**src/rtl/des_pkg.sv**
```systemverilog
// -----------------------------------------------------------------------------
// des_pkg
// Shared DES key-schedule constants and types.
//   ROUNDS / CD_W / SK_W : fixed DES geometry (16 rounds, 28-bit halves,
//                          48-bit subkeys)
//   LAST_CNT             : round counter value of the final subkey
//   state_t              : key-schedule controller states
//   PC1_TBL              : permuted choice 1, 1-based key bit per CD position
//                          (entries 0..27 build C, 28..55 build D)
//   SHIFT_TBL            : left-rotation amount per round, index 0 = round 1
// -----------------------------------------------------------------------------
package des_pkg;

    localparam int ROUNDS = 16;
    localparam int CD_W   = 28;
    localparam int SK_W   = 48;

    localparam logic [3:0] LAST_CNT = 4'(ROUNDS - 1);

    typedef enum logic [0:0] {
        IDLE = 1'b0,
        RUN  = 1'b1
    } state_t;

    localparam logic [6:0] PC1_TBL [56] = '{
        7'd57, 7'd49, 7'd41, 7'd33, 7'd25, 7'd17, 7'd9,
        7'd1,  7'd58, 7'd50, 7'd42, 7'd34, 7'd26, 7'd18,
        7'd10, 7'd2,  7'd59, 7'd51, 7'd43, 7'd35, 7'd27,
        7'd19, 7'd11, 7'd3,  7'd60, 7'd52, 7'd44, 7'd36,
        7'd63, 7'd55, 7'd47, 7'd39, 7'd31, 7'd23, 7'd15,
        7'd7,  7'd62, 7'd54, 7'd46, 7'd38, 7'd30, 7'd22,
        7'd14, 7'd6,  7'd61, 7'd53, 7'd45, 7'd37, 7'd29,
        7'd21, 7'd13, 7'd5,  7'd28, 7'd20, 7'd12, 7'd4
    };

    localparam logic [1:0] SHIFT_TBL [16] = '{
        2'd1, 2'd1, 2'd2, 2'd2, 2'd2, 2'd2, 2'd2, 2'd2,
        2'd1, 2'd2, 2'd2, 2'd2, 2'd2, 2'd2, 2'd2, 2'd1
    };

endpackage

```
**src/rtl/des_pc1.sv**
```systemverilog
// -----------------------------------------------------------------------------
// des_pc1
// Permuted choice 1: selects the 56 non-parity key bits and splits them into
// the C and D halves. Purely combinational.
//   key : [1:64] DES key, bit 1 = MSB (parity bits 8,16,..,64 unused)
//   c   : C0 half, MSB = first C bit
//   d   : D0 half, MSB = first D bit
// -----------------------------------------------------------------------------
module des_pc1
    import des_pkg::*;
(
    input  logic [1:64]     key,
    output logic [CD_W-1:0] c,
    output logic [CD_W-1:0] d
);

    // Table-driven bit gather into the two halves
    always_comb begin
        c = '0;
        d = '0;
        for (int i = 0; i < CD_W; i++) begin
            c[CD_W-1-i] = key[PC1_TBL[i]];
            d[CD_W-1-i] = key[PC1_TBL[i+CD_W]];
        end
    end

endmodule

```
**src/rtl/des_pc2.sv**
```systemverilog
// -----------------------------------------------------------------------------
// des_pc2
// Permuted choice 2: compresses the 56-bit {C,D} state into a 48-bit round
// subkey. Purely combinational.
//   cd : [1:56] concatenated C and D, bit 1 = MSB of C
//   sk : [1:48] round subkey, bit 1 = MSB
// -----------------------------------------------------------------------------
module des_pc2
    import des_pkg::*;
(
    input  logic [1:56]   cd,
    output logic [1:SK_W] sk
);

    localparam logic [5:0] PC2_TBL [48] = '{
        6'd14, 6'd17, 6'd11, 6'd24, 6'd1,  6'd5,
        6'd3,  6'd28, 6'd15, 6'd6,  6'd21, 6'd10,
        6'd23, 6'd19, 6'd12, 6'd4,  6'd26, 6'd8,
        6'd16, 6'd7,  6'd27, 6'd20, 6'd13, 6'd2,
        6'd41, 6'd52, 6'd31, 6'd37, 6'd47, 6'd55,
        6'd30, 6'd40, 6'd51, 6'd45, 6'd33, 6'd48,
        6'd44, 6'd49, 6'd39, 6'd56, 6'd34, 6'd53,
        6'd46, 6'd42, 6'd50, 6'd36, 6'd29, 6'd32
    };

    // Table-driven bit gather from the CD state
    always_comb begin
        sk = '0;
        for (int i = 0; i < SK_W; i++) begin
            sk[i+1] = cd[PC2_TBL[i]];
        end
    end

endmodule

```
**src/rtl/des_key_schedule.sv**
```systemverilog
// -----------------------------------------------------------------------------
// des_key_schedule
// Sequential DES subkey generator. Loads a 64-bit key on start and streams the
// 16 round subkeys over a valid/ready handshake: K1..K16 when encrypting,
// K16..K1 when decrypting (right-rotation schedule).
//   clk, rst_n : clock, asynchronous active-low reset
//   start      : load key and begin a schedule (only when ready=1)
//   decrypt    : sampled with start; 0 = K1..K16, 1 = K16..K1
//   key        : [1:64] DES key, bit 1 = MSB
//   ready      : idle, able to accept start
//   sk_valid   : sk_data holds a valid subkey
//   sk_ready   : consumer accepts the current subkey
//   sk_data    : [1:48] current subkey
//   sk_round   : K-number minus 1 of the current subkey
//   sk_last    : current subkey is the final one of the schedule
//   done       : one-cycle pulse after the final subkey is accepted
// -----------------------------------------------------------------------------
module des_key_schedule
    import des_pkg::*;
(
    input  logic          clk,
    input  logic          rst_n,
    input  logic          start,
    input  logic          decrypt,
    input  logic [1:64]   key,
    output logic          ready,
    output logic          sk_valid,
    input  logic          sk_ready,
    output logic [1:SK_W] sk_data,
    output logic [3:0]    sk_round,
    output logic          sk_last,
    output logic          done
);

    localparam logic DIR_LEFT  = 1'b0;
    localparam logic DIR_RIGHT = 1'b1;

    state_t          state_r;
    logic [CD_W-1:0] c_r;
    logic [CD_W-1:0] d_r;
    logic [3:0]      cnt_r;
    logic            mode_r;
    logic            ready_r;
    logic            sk_valid_r;
    logic [3:0]      sk_round_r;
    logic            sk_last_r;
    logic            done_r;

    logic [CD_W-1:0] pc1_c_s;
    logic [CD_W-1:0] pc1_d_s;
    logic [3:0]      shift_idx_s;
    logic [1:0]      shift_amt_s;

    // Rotate a 28-bit half by 1 or 2 places; bits wrap within the half.
    function automatic logic [CD_W-1:0] rot28(
        input logic [CD_W-1:0] x,
        input logic [1:0]      amt,
        input logic            dir
    );
        logic [CD_W-1:0] r;
        case ({dir, amt})
            3'b0_01: r = {x[CD_W-2:0], x[CD_W-1]};
            3'b0_10: r = {x[CD_W-3:0], x[CD_W-1:CD_W-2]};
            3'b1_01: r = {x[0], x[CD_W-1:1]};
            3'b1_10: r = {x[1:0], x[CD_W-1:2]};
            default: r = x;
        endcase
        return r;
    endfunction

    des_pc1 u_pc1 (
        .key (key),
        .c   (pc1_c_s),
        .d   (pc1_d_s)
    );

    des_pc2 u_pc2 (
        .cd  ({c_r, d_r}),
        .sk  (sk_data)
    );

    // Rotation amount for the step taken when the current subkey is accepted.
    // Encrypt advances to round cnt+2 (table index cnt+1); decrypt undoes the
    // left shift that produced the current round (table index 15-cnt).
    always_comb begin
        shift_idx_s = 4'd0;
        if (mode_r) begin
            shift_idx_s = LAST_CNT - cnt_r;
        end else begin
            shift_idx_s = cnt_r + 4'd1;
        end
        shift_amt_s = SHIFT_TBL[shift_idx_s];
    end

    // Controller: load, step and retire the schedule; all outputs registered.
    always_ff @(posedge clk or negedge rst_n) begin
        if (!rst_n) begin
            state_r    <= IDLE;
            c_r        <= '0;
            d_r        <= '0;
            cnt_r      <= 4'd0;
            mode_r     <= 1'b0;
            ready_r    <= 1'b1;
            sk_valid_r <= 1'b0;
            sk_round_r <= 4'd0;
            sk_last_r  <= 1'b0;
            done_r     <= 1'b0;
        end else begin
            case (state_r)
                IDLE: begin
                    done_r <= 1'b0;
                    if (start) begin
                        // Decrypt starts from the unrotated halves: C0/D0 equal
                        // C16/D16 because the total left shift is 28.
                        if (decrypt) begin
                            c_r        <= pc1_c_s;
                            d_r        <= pc1_d_s;
                            sk_round_r <= LAST_CNT;
                        end else begin
                            c_r        <= rot28(pc1_c_s, 2'd1, DIR_LEFT);
                            d_r        <= rot28(pc1_d_s, 2'd1, DIR_LEFT);
                            sk_round_r <= 4'd0;
                        end
                        mode_r     <= decrypt;
                        cnt_r      <= 4'd0;
                        state_r    <= RUN;
                        ready_r    <= 1'b0;
                        sk_valid_r <= 1'b1;
                        sk_last_r  <= 1'b0;
                    end
                end
                RUN: begin
                    done_r <= 1'b0;
                    if (sk_ready) begin
                        if (cnt_r == LAST_CNT) begin
                            state_r    <= IDLE;
                            sk_valid_r <= 1'b0;
                            ready_r    <= 1'b1;
                            sk_last_r  <= 1'b0;
                            done_r     <= 1'b1;
                        end else begin
                            cnt_r     <= cnt_r + 4'd1;
                            c_r       <= rot28(c_r, shift_amt_s, mode_r ? DIR_RIGHT : DIR_LEFT);
                            d_r       <= rot28(d_r, shift_amt_s, mode_r ? DIR_RIGHT : DIR_LEFT);
                            sk_last_r <= (cnt_r == (LAST_CNT - 4'd1));
                            if (mode_r) begin
                                sk_round_r <= (LAST_CNT - 4'd1) - cnt_r;
                            end else begin
                                sk_round_r <= cnt_r + 4'd1;
                            end
                        end
                    end
                end
                default: begin
                    state_r    <= IDLE;
                    ready_r    <= 1'b1;
                    sk_valid_r <= 1'b0;
                    sk_last_r  <= 1'b0;
                    done_r     <= 1'b0;
                end
            endcase
        end
    end

    assign ready    = ready_r;
    assign sk_valid = sk_valid_r;
    assign sk_round = sk_round_r;
    assign sk_last  = sk_last_r;
    assign done     = done_r;

endmodule

```
**config.mk**
```make
export PLATFORM = sky130hd
export DESIGN_NAME = des_key_schedule
export DESIGN_NICKNAME = d
export VERILOG_FILES = /design/src/rtl/des_pkg.sv /design/src/rtl/des_pc1.sv /design/src/rtl/des_pc2.sv /design/src/rtl/des_key_schedule.sv
export SDC_FILE = /design/constraint.sdc
export NUM_CORES = 1
export LEC_CHECK = 0
export BUFFER_PORTS_ARGS = -buffer_cell sky130_fd_sc_hd__buf_2
export CORE_ASPECT_RATIO = 0.9
export CORE_UTILIZATION = 50
export DETAILED_ROUTE_END_ITERATION = 8
export GPL_ROUTABILITY_DRIVEN = 1
export HOLD_SLACK_MARGIN = 0.15
export PLACE_DENSITY = 0.72
export SYNTH_ARGS = -nofsm -noshare
export SYNTH_HDL_FRONTEND = slang
export SYNTH_HIERARCHICAL = 1
export SYNTH_SLANG_ARGS = --single-unit
```
**constraint.sdc**
```tcl
create_clock -name clk -period 2.75 [get_ports clk]
set_input_delay 0.275 -clock clk [delete_from_list [all_inputs] [get_ports clk]]
set_output_delay 0.275 -clock clk [all_outputs]
set_load 0.01 [all_outputs]
```
==> results.py, run 1 <==
metrics = {
    "logic_synthesis": {
        "synth_fa_ha_area_frac": 0.01805,
        "syn-num-nets": 715,
        "synth_top_cell_area_share": 0.2767,
        "synth_area_per_cell_um2": 9.796,
        "synth_common_cells": "buf_4, dfrtp_1, o21ai_0",
        "synth_compound_area_frac": 0.2128,
        "yosysWarnings": 6,
        "syn_area_um2": 6240,
        "synthArstFlopShare": 1.000,
        "synth_simple_gate_area_frac": 0.07199,
        "synth_most_common_cell": "buf_4",
        "synth_cells": 637,
        "post_synth_num_cell_types": 39,
        "synth_edf_count": 0,
        "synth_xor_xnor_area_share": 0.01203,
        "yosysTopAreaCell": "dfrtp_1",
        "ys_ff_latch": 70,
        "ys_top_cells_by_area": "dfrtp_1, buf_4, mux2_4",
        "synthMuxAreaShare": 0.2252,
        "yosysSeqAreaShare": 0.2809,
        "synth_top_family_by_area": "multiplexers",
        "synthFlopType": "dfrtp_1",
    },
    "route": {
        "first_iter_violations": 773,
        "via_per_inst": 6.276,
        "postRouteAntennaNets": 0,
        "vias": 5033,
        "first_pass_iters": 9,
        "wl_per_cell_um": 19.48,
        "drcViolationCount": 21,
        "drt-total-wl_mm": 15.62,
    },
    "status": {
        "outcome": "complete, but fails checks",
        "violations": "DRC, setup timing",
    },
    "job": {
        "max-cap-violations": 0,
    },
    "sta": {
        "worst_pin_slew_ns": 0.9494,
        "slew_violations": 0,
        "setup_viol": 24,
        "finClkSkew_ns": 0.004268,
        "hold_viol": 0,
        "layout_min_cycle_time_ns": 2.777,
        "relSlewSlack": 0.3671,
        "rsz0062_at_grt": "yes",
        "finalWorstSetupSlack_ns": -0.02661,
        "max_freq_mhz": 360.2,
        "period_share": 1.010,
    },
    "cts": {
        "clkTransAtPathRegs_ns": 0.05,
        "clkSinkCount": 70,
        "root_buffer": "clkbuf_16",
        "clock_latency_ns": 0.34,
        "cts_buffers": 9,
        "htree_levels": 3,
        "cts_tree": "done",
        "clk_path_buf_depth": 2,
    },
    "die": {
        "die_x_um": 119.8,
        "initial_core_util": 0.5147,
        "rows": 38,
        "design.core.area_um2": 12120,
        "die_h_um": 108.0,
        "io_pins": 125,
        "die-area_um2": 12930,
    },
    "setup_path": {
        "arrival_ns": 3.00,
        "end_kind": "register",
        "worstPathRequired_ns": 2.97,
        "start_kind": "register",
        "critical_path_class": "reg2reg",
        "worstPathMaxFanout": 7,
    },
    "global_route": {
        "grt_max_degree": 71,
        "grt_overflow": 0,
        "grt_pass1_wl_mm": 23.98,
        "grt.total_usage": 0.2310,
        "antenna_found_initial": 0,
        "first_global_vias": 4632,
    },
    "final_layout": {
        "diodes": 0,
        "area_delta_synth_final_pct": 11.03,
        "final_nets": 715,
        "fin_util": 0.5714,
        "postLayoutCellArea_um2": 6928,
        "drive_gt1_frac": 0.3910,
        "instances_no_fill": 802,
    },
    "placed_design": {
        "place_congestion": 0.8275,
        "placed_area_um2": 6248,
        "dp_hpwl_mm": 9.270,
        "port_buffers": 116,
        "dp.cells": 772,
    },
    "worst_hold_path": {
        "worstHoldPathType": "in2reg",
    },
}
-- layout by cell type, fill, tap and decap left out, types with 2 or more instances in the layout --
cell type,n
a21o_1,2
a21oi_1,4
a222oi_1,56
a31oi_4,2
and2_1,56
buf_12,12
buf_2,114
buf_4,19
clkbuf_1,4
clkbuf_16,13
clkbuf_8,3
dfrtp_1,65
dfrtp_2,3
ha_1,4
ha_4,4
inv_1,4
inv_2,2
mux2_2,11
mux2_4,48
mux2i_1,57
nand2_1,7
nor2_1,3
nor2b_1,2
o21ai_0,60
o22ai_1,52
o22ai_2,4
xnor2_1,3
xnor2_2,2
-- final timing paths --
kind / end / cells after the start / startpoint / slack (ns)
min in group asynchronous: c_r[12] / 2 / rst_n / 0.63
max in group asynchronous: state_r / 2 / rst_n / 1.44
hold / removal: state_r / 3 / start / 0.24
hold reg to reg: sk_round[1] / 2 / sk_round[1] / 0.48
setup reg to reg: d_r[27] / 11 / cnt_r[1] / -0.03
setup / recovery: d_r[27] / 11 / cnt_r[1] / -0.03
-- worst max-delay path, stage by stage, from the launching register on --
cell and delay (ns):
dfrtp_2 0.44, ha_2 0.21, nor2_4 0.13, xnor2_2 0.14, mux2i_2 0.27, a21o_1 0.25, ha_4 0.23, nor2_2 0.06
a31oi_4 0.26, buf_12 0.18, buf_12 0.14, mux2_2 0.33
-- sequential cells by signal, indices dropped and copies added, names as in the netlist --
name      cells
d_r          28
done          1
cnt_r         4
sk_last       1
mode_r        1
ready         1
sk_valid      1
c_r          28
sk_round      4
state_r       1
-- layout make-up --
type | instances | area [um2]
well taps | 160 | 200.2
repair buffers | 153 | 1117
fillers | 1063 | 5196
clock buffers | 16 | 281.5
flip-flops and latches | 70 | 1760
multi-input cells | 397 | 3546
inverters | 6 | 22.52
-- metrics by stage --
stage	hold WS, ns	setup slack, ns	TNS, ns
4_1_cts	0.2295	-0.002843	-0.002843
3_5_place_dp	0.4730	-0.02498	-0.06184
5_1_grt	0.2518	-0.1217	-4.934
2_1_floorplan	-0.02059	0.03579	0
3_3_place_gp	0.4607	0.06998	0
6_report	0.2360	-0.02661	-0.3301
-- repair_timing --
action	CTS	global route
hold endpoints to repair	69	0
pin swaps	4	34
buffers inserted	1	5
setup endpoints to repair	21	56
hold buffers	1	0
gates cloned	1	6
resized for setup	5	32
-- per-layer routing --
metal | part of all wire | vias to the layer above | global-route usage
li1 | - | 2312 | -
met1 | 0.45 | 2438 | 0.3290
met2 | 0.45 | 260 | 0.3543
met3 | 0.074 | 23 | 0.03165
met4 | 0.019 | 0 | 0.09018
met5 | 0 | - | 0
-- cell families after synthesis --
| family | after synthesis |
|---|---|
| AOI/OAI and AO/OA | 188 |
| xor gates and xnor gates | 7 |
| and+or+nand+nor | 75 |
| DFF | 70 |
| adders and majority gates | 9 |
| muxes | 118 |
| buffers and inverters | 170 |
Power of run 1 is not shown: default switching activity piles up to over one toggle a cycle in this logic, so the estimate is an artifact.
==> run 2, diff against run 1 <==
Settings changed: ABC_AREA set to 1.
==> results.py, run 2 <==
metrics = {
    "cts": {
        "cts_buffers": 9,
        "htree_levels": 3,
        "clkTransAtPathRegs_ns": 0.06,
        "cts_tree": "done",
        "clock_latency_ns": 0.34,
        "clk_path_buf_depth": 2,
        "clkSinkCount": 70,
        "root_buffer": "clkbuf_16",
    },
    "sta": {
        "period_share": 0.9574,
        "timing.hold.ws_ns": 0.1919,
        "hold_viol": 0,
        "tns_ns": 0,
        "slew_violations": 0,
        "setup_viol": 0,
        "layout_min_cycle_time_ns": 2.633,
        "finClkSkew_ns": 0.005723,
        "relSlewSlack": 0.3660,
        "max_freq_mhz": 379.8,
        "worst_pin_slew_ns": 0.9511,
    },
    "die": {
        "die_h_um": 109.3,
        "initial_core_util": 0.5212,
        "io_pins": 125,
        "rows": 38,
        "die_x_um": 121.2,
        "design.core.area_um2": 12270,
        "die-area_um2": 13240,
    },
    "global_route": {
        "grt.total_usage": 0.2620,
        "grt.busiest_layer": "met2",
        "grt_pass1_wl_mm": 27.83,
        "grt_use_met3": 0.05439,
        "first_global_vias": 5703,
        "grt_overflow": 0,
        "met2_usage": 0.4245,
        "use_met1": 0.3492,
        "grt_max_degree": 71,
        "antenna_found_initial": 2,
    },
    "logic_synthesis": {
        "synth_area_per_cell_um2": 5.981,
        "yosysTopAreaCell": "dfrtp_1",
        "syn_area_um2": 6394,
        "syn-num-nets": 1147,
        "yosysWarnings": 6,
        "synthFlopType": "dfrtp_1",
        "synth_cells": 1069,
        "ys_ff_latch": 70,
        "synth_edf_count": 0,
        "post_synth_num_cell_types": 26,
        "synth_common_cells": "nand2_1, nor2_1, buf_4",
        "yosysSeqAreaShare": 0.2742,
        "synth_most_common_cell": "nand2_1",
        "ys_top_cells_by_area": "dfrtp_1, nand2_1, buf_4",
        "synthArstFlopShare": 1.000,
        "synth_top_cell_area_share": 0.2701,
    },
    "pwr": {
        "leakagePower_nw": 3.489,
        "clockPowerShare": 0.108,
        "share_comb_of_total_power": 0.691,
        "power.switching_mw": 5.326,
        "power_frac_seq": 0.201,
        "p_sw_frac": 0.5365,
        "p_int_mw": 4.601,
        "power_mw": 9.926,
        "max-vdd-ir-drop_v": 0.0009605,
        "p_per_area_nw_per_um2": 1480,
    },
    "route": {
        "first_iter_violations": 671,
        "postRouteAntennaNets": 0,
        "via_per_inst": 5.375,
        "first_pass_iters": 7,
        "drt-total-wl_mm": 17.90,
        "vias": 6547,
        "drcViolationCount": 0,
        "wl_per_cell_um": 14.70,
    },
    "setup_path": {
        "start_kind": "register",
        "arrival_ns": 2.86,
        "worstPathRequired_ns": 2.97,
        "critical_path_class": "reg2reg",
        "end_kind": "register",
        "worstPathMaxFanout": 13,
    },
    "final_layout": {
        "diodes": 0,
        "drive_gt1_frac": 0.1626,
        "area_delta_synth_final_pct": 4.892,
        "mostFrequentLayoutCells": "nand2_1, nor2_1, buf_2",
        "reg_top3": "c_r: 28 flops, d_r: 28 flops",
        "layout_commonest_cell": "nand2_1",
        "instances_no_fill": 1218,
        "fin_util": 0.5467,
        "final_nets": 1131,
    },
    "placed_design": {
        "dp.cells": 1192,
        "port_buffers": 116,
        "place_congestion": 0.8637,
        "dp_hpwl_mm": 10.35,
    },
    "worst_hold_path": {
        "worstHoldPathType": "in2reg",
    },
    "job": {
        "max-cap-violations": 0,
    },
    "status": {
        "outcome": "finished, final reports clean",
    },
}
==> run 2: routing by layer <==
metal | up-vias | part of all wire
li1 | 3275 | -
met1 | 2978 | 0.44
met2 | 257 | 0.46
met3 | 33 | 0.079
met4 | 4 | 0.020
met5 | - | 0.0010
==> run 2: critical path, cell delays in order, from the launching register on <==
cell and delay, ns:
dfrtp_1 0.42, ha_1 0.36, o21ai_2 0.20, o21ai_0 0.10, nand2_1 0.09, nand3_1 0.10
nand2_2 0.14, ha_4 0.16, inv_2 0.05, nand3_1 0.07, inv_1 0.08, nor2_4 0.25
buf_12 0.18, buf_4 0.14, inv_8 0.07, nand2_1 0.06, nand2_1 0.05
==> run 2: final timing paths <==
path | startpoint | endpoint | slack [ns] | cells past startpoint
min in group asynchronous | rst_n | sk_round[3] | 0.64 | 2
max in group asynchronous | rst_n | d_r[12] | 1.50 | 2
setup / recovery | cnt_r[1] | d_r[11] | 0.12 | 16
hold / removal | start | state_r | 0.19 | 3
setup reg to reg | cnt_r[1] | d_r[11] | 0.12 | 16
hold reg to reg | sk_valid | sk_valid | 0.46 | 2
==> run 2: stage by stage <==
stage	worst slack (ns)	area [um2]
2_1_floorplan	0.2985	6394
3_3_place_gp	0.07266	6271
3_5_place_dp	-0.007564	6271
4_1_cts	0.1144	6548
5_1_grt	-0.02518	6706
6_report	0.1171	6706
==> run 2: layout make-up <==
type | instances | area [um2]
tap | 160 | 200.2
sequential | 70 | 1753
timing repair inverter | 2 | 20.02
multi-input combinational | 804 | 3485
inverter | 24 | 102.6
clock buffer | 14 | 254.0
timing repair buffer | 142 | 882.1
clock inverter | 2 | 10.01
fill | 1285 | 5560
==> run 2: cell families (layout without fill, tap and decap cells) <==
| kind of cell | Yosys count | count (layout) | synth area share |
|---|---|---|---|
| compound gates | 187 | 187 | 0.1476 |
| simple gates | 608 | 608 | 0.3740 |
| flops | 70 | 70 | 0.2742 |
| buf+inv | 195 | 184 | 0.1867 |
| fa+ha+maj | 9 | 9 | 0.01761 |
==> run 2: timing repair <==
action | 4_1_cts | 5_1_grt
cloned | 0 | 5
hold endpoints to repair | 69 | 0
hold buffers | 1 | 0
pin swaps | 0 | 3
gates resized for setup | 1 | 11
buffers inserted | 0 | 4
endpoints found under the setup margin | 11 | 56
==> run 2: power groups by stage <==
stage / sequential, mW / clock, mW / combinational (mW)
3_5_place_dp: 2.00 / 0 / 6.14
5_1_grt: 2.06 / 1.14 / 7.77
4_1_cts: 1.99 / 1.09 / 6.17
6_report: 2.00 / 1.07 / 6.86
2_1_floorplan: 1.86 / 0 / 5.07
3_3_place_gp: 2.01 / 0 / 6.05
(Power assumes the default switching activity.)
